<file path="config.mk">
export PLATFORM = sky130hd
export DESIGN_NAME = vga_rx_monitor
export DESIGN_NICKNAME = d
export VERILOG_FILES = /design/src/rtl/vga_pkg.sv /design/src/rtl/vga_sync_edge.sv /design/src/rtl/vga_rx_monitor.sv
export SDC_FILE = /design/constraint.sdc
export NUM_CORES = 1
export LEC_CHECK = 0
export CAP_MARGIN = 20
export CORE_ASPECT_RATIO = 0.9
export CORE_MARGIN = 2
export CORE_UTILIZATION = 30
export DETAILED_ROUTE_END_ITERATION = 6
export GPL_TIMING_DRIVEN = 0
export HOLD_SLACK_MARGIN = 0.1
export PLACE_DENSITY_LB_ADDON = 0.25
export SETUP_SLACK_MARGIN = 0.2
export SLEW_MARGIN = 20
export SYNTH_ARGS = -nofsm -noshare
export SYNTH_HDL_FRONTEND = slang
export SYNTH_SLANG_ARGS = --single-unit
</file>
<file path="constraint.sdc">
create_clock -name clk -period 10.59 [get_ports clk]
set_input_delay 1.059 -clock clk [delete_from_list [all_inputs] [get_ports clk]]
set_output_delay 1.059 -clock clk [all_outputs]
set_load 0.05 [all_outputs]
</file>
<file path="src/rtl/vga_pkg.sv">
// Shared VGA timing constants, monitor state encoding and small helpers.
// Latency: n/a (package only).
// Backpressure: n/a (package only).
package vga_pkg;

    // 640x480@60 timing, counted in pixel clocks / lines
    localparam int VGA_HPIXELS = 800;
    localparam int VGA_HSYNC_W = 96;
    localparam int VGA_VLINES  = 521;
    localparam int VGA_VSYNC_W = 2;
    localparam int VGA_HBP     = 144;
    localparam int VGA_HFP     = 783;
    localparam int VGA_VBP     = 31;
    localparam int VGA_VFP     = 510;

    localparam int VGA_CNT_W = 10;
    localparam int VGA_LIT_W = 19;

    // Sentinel for "no lit pixel seen"; never a legal active-relative coordinate
    localparam logic [VGA_CNT_W-1:0] VGA_NO_PIXEL = 10'h3FF;

    typedef enum logic [1:0] {
        ST_SEARCH  = 2'd0,
        ST_ACQUIRE = 2'd1,
        ST_LOCKED  = 2'd2
    } vga_state_e;

    // Saturating increment for the 10-bit position counters
    function automatic logic [VGA_CNT_W-1:0] sat_inc10(input logic [VGA_CNT_W-1:0] v);
        return (v == '1) ? v : v + 10'd1;
    endfunction

endpackage

</file>
<file path="src/rtl/vga_sync_edge.sv">
// Edge detector and saturating low-run counter for one low-active sync line.
// Latency: edges are combinational from the current sample; run_o is the count before this sample.
// Backpressure: none; state advances only on enabled (pix_en) samples.
//
// Ports: clk, rst_n; en_i sample strobe; sync_i sync level; step_i counts one unit
//        while sync is low; fall_o/rise_o edge flags; run_o low-run length so far.
module vga_sync_edge #(
    parameter int CNT_W = 10
) (
    input  logic             clk,
    input  logic             rst_n,
    input  logic             en_i,
    input  logic             sync_i,
    input  logic             step_i,
    output logic             fall_o,
    output logic             rise_o,
    output logic [CNT_W-1:0] run_o
);

    logic             prev_q;
    logic [CNT_W-1:0] run_q;
    logic [CNT_W-1:0] run_d;

    assign fall_o = en_i &  prev_q & ~sync_i;
    assign rise_o = en_i & ~prev_q &  sync_i;
    assign run_o  = run_q;

    // The run restarts whenever the line is high, so on the rising sample
    // run_q still holds the full length of the pulse that just ended.
    always_comb begin
        run_d = run_q;
        if (sync_i) begin
            run_d = '0;
        end else if (step_i && (run_q != '1)) begin
            run_d = run_q + CNT_W'(1);
        end
    end

    always_ff @(posedge clk or negedge rst_n) begin
        if (!rst_n) begin
            prev_q <= 1'b1;
            run_q  <= '0;
        end else if (en_i) begin
            prev_q <= sync_i;
            run_q  <= run_d;
        end
    end

endmodule

</file>
<file path="src/rtl/vga_rx_monitor.sv">
// Receive-side VGA monitor: verifies sync timing, locks, and reports lit-pixel statistics per frame.
// Latency: checks and state update on the pix_en edge that samples the event; frame results one clk after the frame start.
// Backpressure: none; the source is free-running and every pix_en sample is consumed.
//
// Ports: clk, rst_n; pix_en pixel strobe; hsync/vsync low-active syncs; red/green/blue colour;
//        locked timing verified; frame_done 1-clk result strobe; lit_count lit active pixels;
//        first_x/first_y first lit pixel (3FF when none); err_flags sticky {frame,vsync,line,hsync}.
module vga_rx_monitor
    import vga_pkg::*;
#(
    parameter int HPIXELS   = VGA_HPIXELS,
    parameter int HSYNC_W   = VGA_HSYNC_W,
    parameter int VLINES    = VGA_VLINES,
    parameter int VSYNC_W   = VGA_VSYNC_W,
    parameter int HBP       = VGA_HBP,
    parameter int HFP       = VGA_HFP,
    parameter int VBP       = VGA_VBP,
    parameter int VFP       = VGA_VFP,
    parameter int COLOR_LAG = 1
) (
    input  logic                 clk,
    input  logic                 rst_n,
    input  logic                 pix_en,
    input  logic                 hsync,
    input  logic                 vsync,
    input  logic [3:0]           red,
    input  logic [3:0]           green,
    input  logic [3:0]           blue,
    output logic                 locked,
    output logic                 frame_done,
    output logic [VGA_LIT_W-1:0] lit_count,
    output logic [VGA_CNT_W-1:0] first_x,
    output logic [VGA_CNT_W-1:0] first_y,
    output logic [3:0]           err_flags
);

    localparam logic [VGA_CNT_W-1:0] H_LAST = VGA_CNT_W'(HPIXELS - 1);
    localparam logic [VGA_CNT_W-1:0] V_LAST = VGA_CNT_W'(VLINES - 1);
    localparam logic [VGA_CNT_W-1:0] HS_LEN = VGA_CNT_W'(HSYNC_W);
    localparam logic [VGA_CNT_W-1:0] VS_LEN = VGA_CNT_W'(VSYNC_W);
    // Window bounds expressed on the sample's own counter value, so the
    // colour lag never needs a signed subtraction.
    localparam logic [VGA_CNT_W-1:0] X_LO   = VGA_CNT_W'(HBP + COLOR_LAG);
    localparam logic [VGA_CNT_W-1:0] X_HI   = VGA_CNT_W'(HFP + COLOR_LAG);
    localparam logic [VGA_CNT_W-1:0] Y_LO   = VGA_CNT_W'(VBP);
    localparam logic [VGA_CNT_W-1:0] Y_HI   = VGA_CNT_W'(VFP);

    // ---------------- sync edges ----------------
    logic                 hs_fall, hs_rise, vs_fall, vs_rise;
    logic [VGA_CNT_W-1:0] hs_run, vs_run;
    logic                 line_start, frame_start;

    vga_sync_edge #(.CNT_W(VGA_CNT_W)) u_hs_edge (
        .clk    (clk),
        .rst_n  (rst_n),
        .en_i   (pix_en),
        .sync_i (hsync),
        .step_i (1'b1),
        .fall_o (hs_fall),
        .rise_o (hs_rise),
        .run_o  (hs_run)
    );

    // vsync low time is measured in lines, so it steps on line starts only
    vga_sync_edge #(.CNT_W(VGA_CNT_W)) u_vs_edge (
        .clk    (clk),
        .rst_n  (rst_n),
        .en_i   (pix_en),
        .sync_i (vsync),
        .step_i (line_start),
        .fall_o (vs_fall),
        .rise_o (vs_rise),
        .run_o  (vs_run)
    );

    assign line_start  = hs_fall;
    assign frame_start = hs_fall & vs_fall;

    // ---------------- position counters ----------------
    logic [VGA_CNT_W-1:0] hc_q, hc_d, vc_q, vc_d;

    always_comb begin
        hc_d = hc_q;
        vc_d = vc_q;
        if (pix_en) begin
            hc_d = line_start ? '0 : sat_inc10(hc_q);
            if (frame_start) begin
                vc_d = '0;
            end else if (line_start) begin
                vc_d = sat_inc10(vc_q);
            end
        end
    end

    always_ff @(posedge clk or negedge rst_n) begin
        if (!rst_n) begin
            hc_q <= '0;
            vc_q <= '0;
        end else begin
            hc_q <= hc_d;
            vc_q <= vc_d;
        end
    end

    // ---------------- timing checks (pre-update counters) ----------------
    vga_state_e state_q;
    logic [3:0] err_raw, err_det;
    logic       any_err;
    logic       frame_err_q;
    logic       report;

    assign err_raw[0] = hs_rise     && (hs_run != HS_LEN);
    assign err_raw[1] = line_start  && (hc_q   != H_LAST);
    assign err_raw[2] = vs_rise     && (vs_run != VS_LEN);
    assign err_raw[3] = frame_start && (vc_q   != V_LAST);
    assign err_det    = (state_q != ST_SEARCH) ? err_raw : 4'b0000;
    assign any_err    = |err_det;

    // Results of the just-ended frame are published only if it was checked
    // from its very start and nothing failed, including checks closing it now.
    assign report = frame_start && (state_q != ST_SEARCH) && !frame_err_q && !any_err;

    // ---------------- pixel accumulation ----------------
    logic                 lit_px;
    logic [VGA_LIT_W-1:0] acc_q, acc_d, acc_base;
    logic                 found_q, found_d, found_base;
    logic [VGA_CNT_W-1:0] fx_q, fx_d, fy_q, fy_d;
    logic                 frame_err_d;

    assign lit_px = pix_en && ((red | green | blue) != 4'd0)
                 && (hc_d >= X_LO) && (hc_d <= X_HI)
                 && (vc_d >= Y_LO) && (vc_d <= Y_HI);

    always_comb begin
        acc_base    = frame_start ? '0   : acc_q;
        found_base  = frame_start ? 1'b0 : found_q;
        acc_d       = acc_base;
        found_d     = found_base;
        fx_d        = fx_q;
        fy_d        = fy_q;
        frame_err_d = frame_start ? 1'b0 : (frame_err_q | any_err);
        if (lit_px) begin
            if (acc_base != '1) begin
                acc_d = acc_base + 19'd1;
            end
            if (!found_base) begin
                found_d = 1'b1;
                fx_d    = hc_d - X_LO;
                fy_d    = vc_d - Y_LO;
            end
        end
    end

    always_ff @(posedge clk or negedge rst_n) begin
        if (!rst_n) begin
            acc_q       <= '0;
            found_q     <= 1'b0;
            fx_q        <= VGA_NO_PIXEL;
            fy_q        <= VGA_NO_PIXEL;
            frame_err_q <= 1'b0;
        end else begin
            acc_q       <= acc_d;
            found_q     <= found_d;
            fx_q        <= fx_d;
            fy_q        <= fy_d;
            frame_err_q <= frame_err_d;
        end
    end

    // ---------------- lock FSM with registered outputs ----------------
    logic                 locked_q, frame_done_q;
    logic [VGA_LIT_W-1:0] lit_count_q;
    logic [VGA_CNT_W-1:0] first_x_q, first_y_q;
    logic [3:0]           err_flags_q;

    always_ff @(posedge clk or negedge rst_n) begin
        if (!rst_n) begin
            state_q      <= ST_SEARCH;
            locked_q     <= 1'b0;
            frame_done_q <= 1'b0;
            lit_count_q  <= '0;
            first_x_q    <= VGA_NO_PIXEL;
            first_y_q    <= VGA_NO_PIXEL;
            err_flags_q  <= 4'b0000;
        end else begin
            frame_done_q <= report;
            err_flags_q  <= err_flags_q | err_det;
            if (report) begin
                lit_count_q <= acc_q;
                first_x_q   <= found_q ? fx_q : VGA_NO_PIXEL;
                first_y_q   <= found_q ? fy_q : VGA_NO_PIXEL;
            end
            case (state_q)
                ST_SEARCH: begin
                    if (frame_start) begin
                        state_q <= ST_ACQUIRE;
                    end
                end
                ST_ACQUIRE: begin
                    if (report) begin
                        state_q  <= ST_LOCKED;
                        locked_q <= 1'b1;
                    end
                end
                ST_LOCKED: begin
                    if (any_err) begin
                        state_q  <= ST_ACQUIRE;
                        locked_q <= 1'b0;
                    end
                end
                default: begin
                    state_q  <= ST_SEARCH;
                    locked_q <= 1'b0;
                end
            endcase
        end
    end

    assign locked     = locked_q;
    assign frame_done = frame_done_q;
    assign lit_count  = lit_count_q;
    assign first_x    = first_x_q;
    assign first_y    = first_y_q;
    assign err_flags  = err_flags_q;

endmodule

</file>
* Word level (Yosys, flattened, before mapping)
Index checks and enable logic that the tools add are counted.
Operators by class: add/sub/neg operators 7, multiply operators 0, divide/modulo/power cells 0, order comparisons 4, eq/ne operators 14, shift-type cells 0, mux-type cells 27, bitwise operators 19, reductions and logical operators 26
Operators with widths (count):
- two-way mux 10 bit | 13
- two-way mux 19 bit | 3
- adder 10 x 1 -> 10 bit (second input constant) | 4
- inequality test 10 bit (second input constant) | 4
- == test 10 bit (second input constant) | 2
- adder 19 x 1 -> 19 bit (second input constant) | 1
- inequality test 19 bit (second input constant) | 1
- logical AND 1 bit | 13
- bitwise OR 4 bit | 3
- >= comparator 10 x 5 -> 1 bit (second input constant) | 1
- >= comparator 10 x 8 -> 1 bit (second input constant) | 1
- <= comparator 10 bit (second input constant) | 1
- <= comparator 10 x 9 -> 1 bit (second input constant) | 1
- inequality test 10 x 2 -> 1 bit (second input constant) | 1
- inequality test 10 x 7 -> 1 bit (second input constant) | 1
- subtractor 10 x 5 -> 10 bit (second input constant) | 1
- subtractor 10 x 8 -> 10 bit (second input constant) | 1
- bitwise AND 1 bit | 9
- two-way mux 2 bit | 3
- inequality test 2 bit (second input constant) | 3
- NOT 1 bit | 6
- one-hot mux 2 bit (3 select lines) | 1
- AND reduction 2 bit | 3
- AND reduction 3 bit | 2
- 11 further kinds | 18
Word-level totals: register bits 130, bits in latches 0, bits in writable memories 0, bits in read-only memories 0, input bits 17, memories kept 0

* Logic depth before layout (Yosys ltp)
depth after elaboration 10, mapped depth 16, mapped depth without buffers 14

* Hierarchy
Synthesis repeated with hierarchy kept, for this count alone.
Unflattened totals: cell total of the unflattened synthesis 727, area, all modules 7215.7 µm²
Modules (own cells, without submodules):
- vga_rx_monitor | instances 1, cells each 569, area each 5821.8 µm²
- vga_sync_edge | instances 2, cells each 79, area each 696.9 µm²

* Worst setup path after synthesis
Ideal clock, no wire load.
kind in2reg, start point input port hsync, end point register acc_q[11], setup time 0.078 ns, data arrival time 3.880 ns, data required time 10.512 ns, path slack 6.632 ns, cell stages on the path 15, path buffers 2, cells stage by stage buf_2 nand3b_4 clkbuf_1 a31oi_1 nand3_1 o221a_2 inv_1 ha_1 nand4b_1 nor4_1 nor4b_2 a2111o_1 or2_4 or4_1 a21oi_1
RTL lines:
- start: declaration | line vga_rx_monitor.sv:24 | input logic hsync,
- NOT 1 bit (*) | line vga_sync_edge.sv:24 | assign fall_o = en_i & prev_q & ~sync_i;
- bitwise AND 1 bit (*) | line vga_sync_edge.sv:24
- two-way mux 10 bit / bitwise AND 1 bit (equally long branches) | line vga_rx_monitor.sv:89, vga_rx_monitor.sv:77
- two-way mux 10 bit (*) | line vga_rx_monitor.sv:87 | if (frame_start) begin
- two-way mux 10 bit (*) | line vga_rx_monitor.sv:85 | if (pix_en) begin
- via vc_d[1] | line vga_rx_monitor.sv:80 | logic [VGA_CNT_W-1:0] hc_q, hc_d, vc_q, vc_d;
- >= comparator 10 x 5 -> 1 bit | line vga_rx_monitor.sv:132 | && (vc_d >= Y_LO) && (vc_d <= Y_HI);
- logical AND 1 bit | line vga_rx_monitor.sv:132
- logical AND 1 bit (*) | line vga_rx_monitor.sv:132
- two-way mux 19 bit (*) | line vga_rx_monitor.sv:142 | if (lit_px) begin
- via acc_d[11] | line vga_rx_monitor.sv:125 | logic [VGA_LIT_W-1:0] acc_q, acc_d, acc_base;
- end signal: assignment | line vga_rx_monitor.sv:156 | acc_q <= '0;
- end signal: assignment | line vga_rx_monitor.sv:162 | acc_q <= acc_d;
- end: declaration | line vga_rx_monitor.sv:125
The timed path passes the listed nets; every way through them passes the cells marked *. A chain may end at the register's enable or synchronous reset.

* Final worst setup path
start point input port pix_en, end point register fx_q[4]
On the way: word-level cells in the longest chain between the ends 10
RTL lines:
- start: declaration | line vga_rx_monitor.sv:23 | input logic pix_en,
- bitwise AND 1 bit (2 in a row) | line vga_sync_edge.sv:24
- two-way mux 10 bit | line vga_rx_monitor.sv:86 | hc_d = line_start ? '0 : sat_inc10(hc_q);
- two-way mux 10 bit | line vga_rx_monitor.sv:85
- >= comparator 10 x 8 -> 1 bit | line vga_rx_monitor.sv:131 | && (hc_d >= X_LO) && (hc_d <= X_HI)
- logical AND 1 bit (2 in a row) | line vga_rx_monitor.sv:131
- logical AND 1 bit (2 in a row) | line vga_rx_monitor.sv:132
- AND reduction 2 bit (no line)
- end signal: assignment | line vga_rx_monitor.sv:158 | fx_q <= VGA_NO_PIXEL;
- end signal: assignment | line vga_rx_monitor.sv:164 | fx_q <= fx_d;
- end: declaration | line vga_rx_monitor.sv:127 | logic [VGA_CNT_W-1:0] fx_q, fx_d, fy_q, fy_d;
Parallel ways exist; a longest one is shown, timed or not.

==> flow_summary.yaml <==
timing:
  fin_skew_ns: 0.0110
  worstMarginPinSlew_ns: 0.686
  finalSetupTns_ns: 0
  slew_violations: 0
  fmaxAchievable_mhz: 221
  fin_crit_sh_pct: 42.6
  setup_violations: 0
  finalHoldViolCount: 0
  rsz0062_at_grt: "no"
  layout_setup_ws_ns: 6.07
  slew_headroom_pct: 54.3
  min_period_ns: 4.52
clocking:
  cts_sinks: 130
  cts_buffers: 17
  path_clk_slew_ns: 0.06
  worstSkewPairLatency_ns: 0.42
  cts_tree: "done"
  cts.htree.levels: 4
  cts_setup_buffers: 0
  cts_root_buffer: "clkbuf_16"
  cts_resized: 0
  postCtsHoldBufs: 0
  cts_max_path_buffers: 2
setup_path:
  arrival_ns: 4.85
  cpPeakStageDelay_ns: 0.59
  crit_buf_inv: 4
  end_kind: "flop"
  crit_path_frequent_cell: "buf_6"
  crit_type: "primary input to flop"
  crit_chain: "clkdlybuf4s50_1 > buf_4 > buf_6 > o21ai_0 > a21oi_1 > ha_1 > a31oi_1 > o311ai_1 > o31ai_2 > a2111o_1 > nand2b_2 > buf_6 > mux2_1"
  r2r_start: "hc_q[0]"
  startpoint: "pix_en"
  cp_max_fo: 10
  worstSetupStartpointType: "primary input"
  crit_family: "compound AO/OA/AOI/OAI gates"
  required_ns: 10.93
  critical-path-slowest-cell: "clkdlybuf4s50_1"
cells_and_area:
  area_growth_pct: 24.9
  final_nets: 774
  regArea_sq_mm: 0.00331
  design_area_sq_mm: 0.00842
  num_antenna_cells: 0
  multi_input_area_sq_mm: 0.00315
  nFillCells: 2244
  post_layout_nonfiller_instances: 1055
  final_layout_size_suffix_gt1_share_pct: 16.2
hold_path:
  hp-class: "flop to flop"
  hold_start: "err_flags[0]"
synth:
  yosys-top-cells-count: "88 x dfrtp_1, 63 x nand2_1, 45 x nor2_1"
  yosysMostFrequentCell: "dfrtp_1"
  netlist_area_sq_mm: 0.00674
  synth_seq_cells: 130
  async_reset_ff_share_pct: 100
  yosysTopAreaCellShare_pct: 32.7
  syn_inst: 665
  avgSynthCellArea_sq_um: 10.1
  synth.area.top_cells: "dfrtp_1 33%, dfstp_2 16%, nand2_1 3.5%"
  ys_seq_area_share_pct: 49.1
  yosysTopAreaCell: "dfrtp_1"
  synth_cell_types: 77
  syn_nets: 694
  synth_ff_type: "dfrtp_1"
  synth_edf_count: 0
  yosys_warnings: 0
grt:
  first_global_vias: 5256
  grt_use_total_pct: 14.6
  antenna_found_initial: 0
  grt_pass1_wl_mm: 27.5
  grt_overflow_total: 0
  grt_max_degree: 75
detailed_routing:
  drtPass1Iterations: 5
  drcViolationCount: 0
  drt_iter0_markers: 222
  routed-via-count: 5134
  wirelength_mm: 16.1
  drtAntennaViolNets: 0
  wl_per_cell_um: 15.3
  drt-vias-per-instance: 4.87
placed_design:
  hpwlAfterDp_mm: 11.4
  dp_slack_ns: 5.59
  place_congestion: 0.843
  portBuffers: 60
  dp_cells: 1023
  post_dp_cell_area_sq_mm: 0.00774
power:
  finalPower_mw: 1.69
  leakagePower_nw: 3.65
  power_density_mw_per_mm2: 201
  peakVddDrop_mv: 0.0998
floorplan:
  floorplan.initialDensity_pct: 30.3
  row_count: 52
  die_h_um: 146
  coreArea_sq_mm: 0.0223
  ios: 62
  die_x_um: 162
  die_area_sq_mm: 0.0237
outcome:
  status: "complete, no violations"
run:
  maxCapViolations: 0
-- sequential cells by signal, summed over array words and instances (netlist names), 2 cells and up --
| register | count |
|---|---|
| first_x | 10 |
| u_vs_edge.run_o | 10 |
| err_flags | 4 |
| state_q | 2 |
| fx_q | 10 |
| lit_count | 19 |
| u_hs_edge.run_o | 10 |
| fy_q | 10 |
| hc_q | 10 |
| first_y | 10 |
| acc_q | 19 |
| vc_q | 10 |
-- cells by family (layout without fill, tap and decap cells) --
| logic type | Yosys count | count (layout) | synth area share (%) |
|---|---|---|---|
| compound gates | 122 | 122 | 11.7 |
| xor+xnor | 34 | 34 | 4.42 |
| fa+ha+maj | 12 | 12 | 2.23 |
| buf+inv | 59 | 152 | 4.20 |
| flops | 130 | 130 | 49.1 |
| mux | 40 | 40 | 6.50 |
| simple gates | 268 | 268 | 21.9 |
-- final cells by class --
| type | count | area share, % |
|---|---|---|
| Sequential cell | 130 | 39.3 |
| Multi-Input combinational cell | 476 | 37.4 |
| Timing Repair Buffer | 61 | 7.52 |
| Clock buffer | 23 | 6.45 |
| Tap cell | 297 | 4.41 |
| Buffer | 28 | 1.98 |
| Clock inverter | 9 | 1.58 |
| Inverter | 31 | 1.38 |
-- metrics by stage --
step / hold WS [ns] / utilization (%)
global route: 0.482 / 37.8
CTS: 0.470 / 37.8
finish: 0.467 / 37.8
global placement: 0.451 / 34.6
detailed placement: 0.452 / 34.8
floorplan: 0.452 / -
-- cells in the final DEF (no fill, tap or decap), drive strengths merged, types with 10 or more instances in the layout --
| cell | count |
|---|---|
| a21oi | 28 |
| and3 | 14 |
| buf | 15 |
| clkbuf | 37 |
| clkdlybuf4s50 | 59 |
| dfrtp | 88 |
| dfstp | 42 |
| ha | 12 |
| inv | 34 |
| mux2 | 30 |
| mux2i | 10 |
| nand2 | 64 |
| nand2b | 11 |
| nand3 | 28 |
| nand4 | 19 |
| nor2 | 45 |
| nor2b | 16 |
| nor3 | 10 |
| nor4 | 10 |
| o21ai | 39 |
| or3 | 12 |
| xnor2 | 23 |
| xor2 | 11 |
-- metal layers --
metal  vias to the layer above  wire length (um)  global-route usage, %
met5                         -                 0                      0
met4                         0               151                   4.82
met3                        13               484                   2.84
met2                        77              7470                   22.6
met1                      2493              8020                   20.5
li1                       2551                 -                      -
-- worst reg2reg max path: stages, from the launching register on --
cell and delay, ns:
dfrtp_1 0.41, ha_1 0.23, nand3_1 0.20, nor3_1 0.47, nor2_1 0.10, a22oi_1 0.43, ha_1 0.32, a31oi_1 0.16
o311ai_1 0.42, o31ai_2 0.20, a2111o_1 0.43, nand2b_2 0.24, buf_6 0.16, mux2_1 0.32
-- worst paths after layout --
kind | endpoint | slack (ns) | depth (start not counted)
worst max register to register | fx_q[4] | 6.42 | 13
worst min register to register | err_flags[0] | 0.47 | 1
worst min-delay path | err_flags[0] | 0.47 | 1
max in group asynchronous | u_vs_edge.prev_q | 9.32 | 2
worst max-delay path | fx_q[4] | 6.07 | 13
min in group asynchronous | err_flags[1] | 0.54 | 1
-- power breakdown --
part           internal (mW)  total, mW  switching [mW]
combinational          0.148      0.382           0.234
sequential             0.596      0.649          0.0528
clock                  0.435      0.661           0.226
Note: power is estimated with default switching activity, not from simulation.
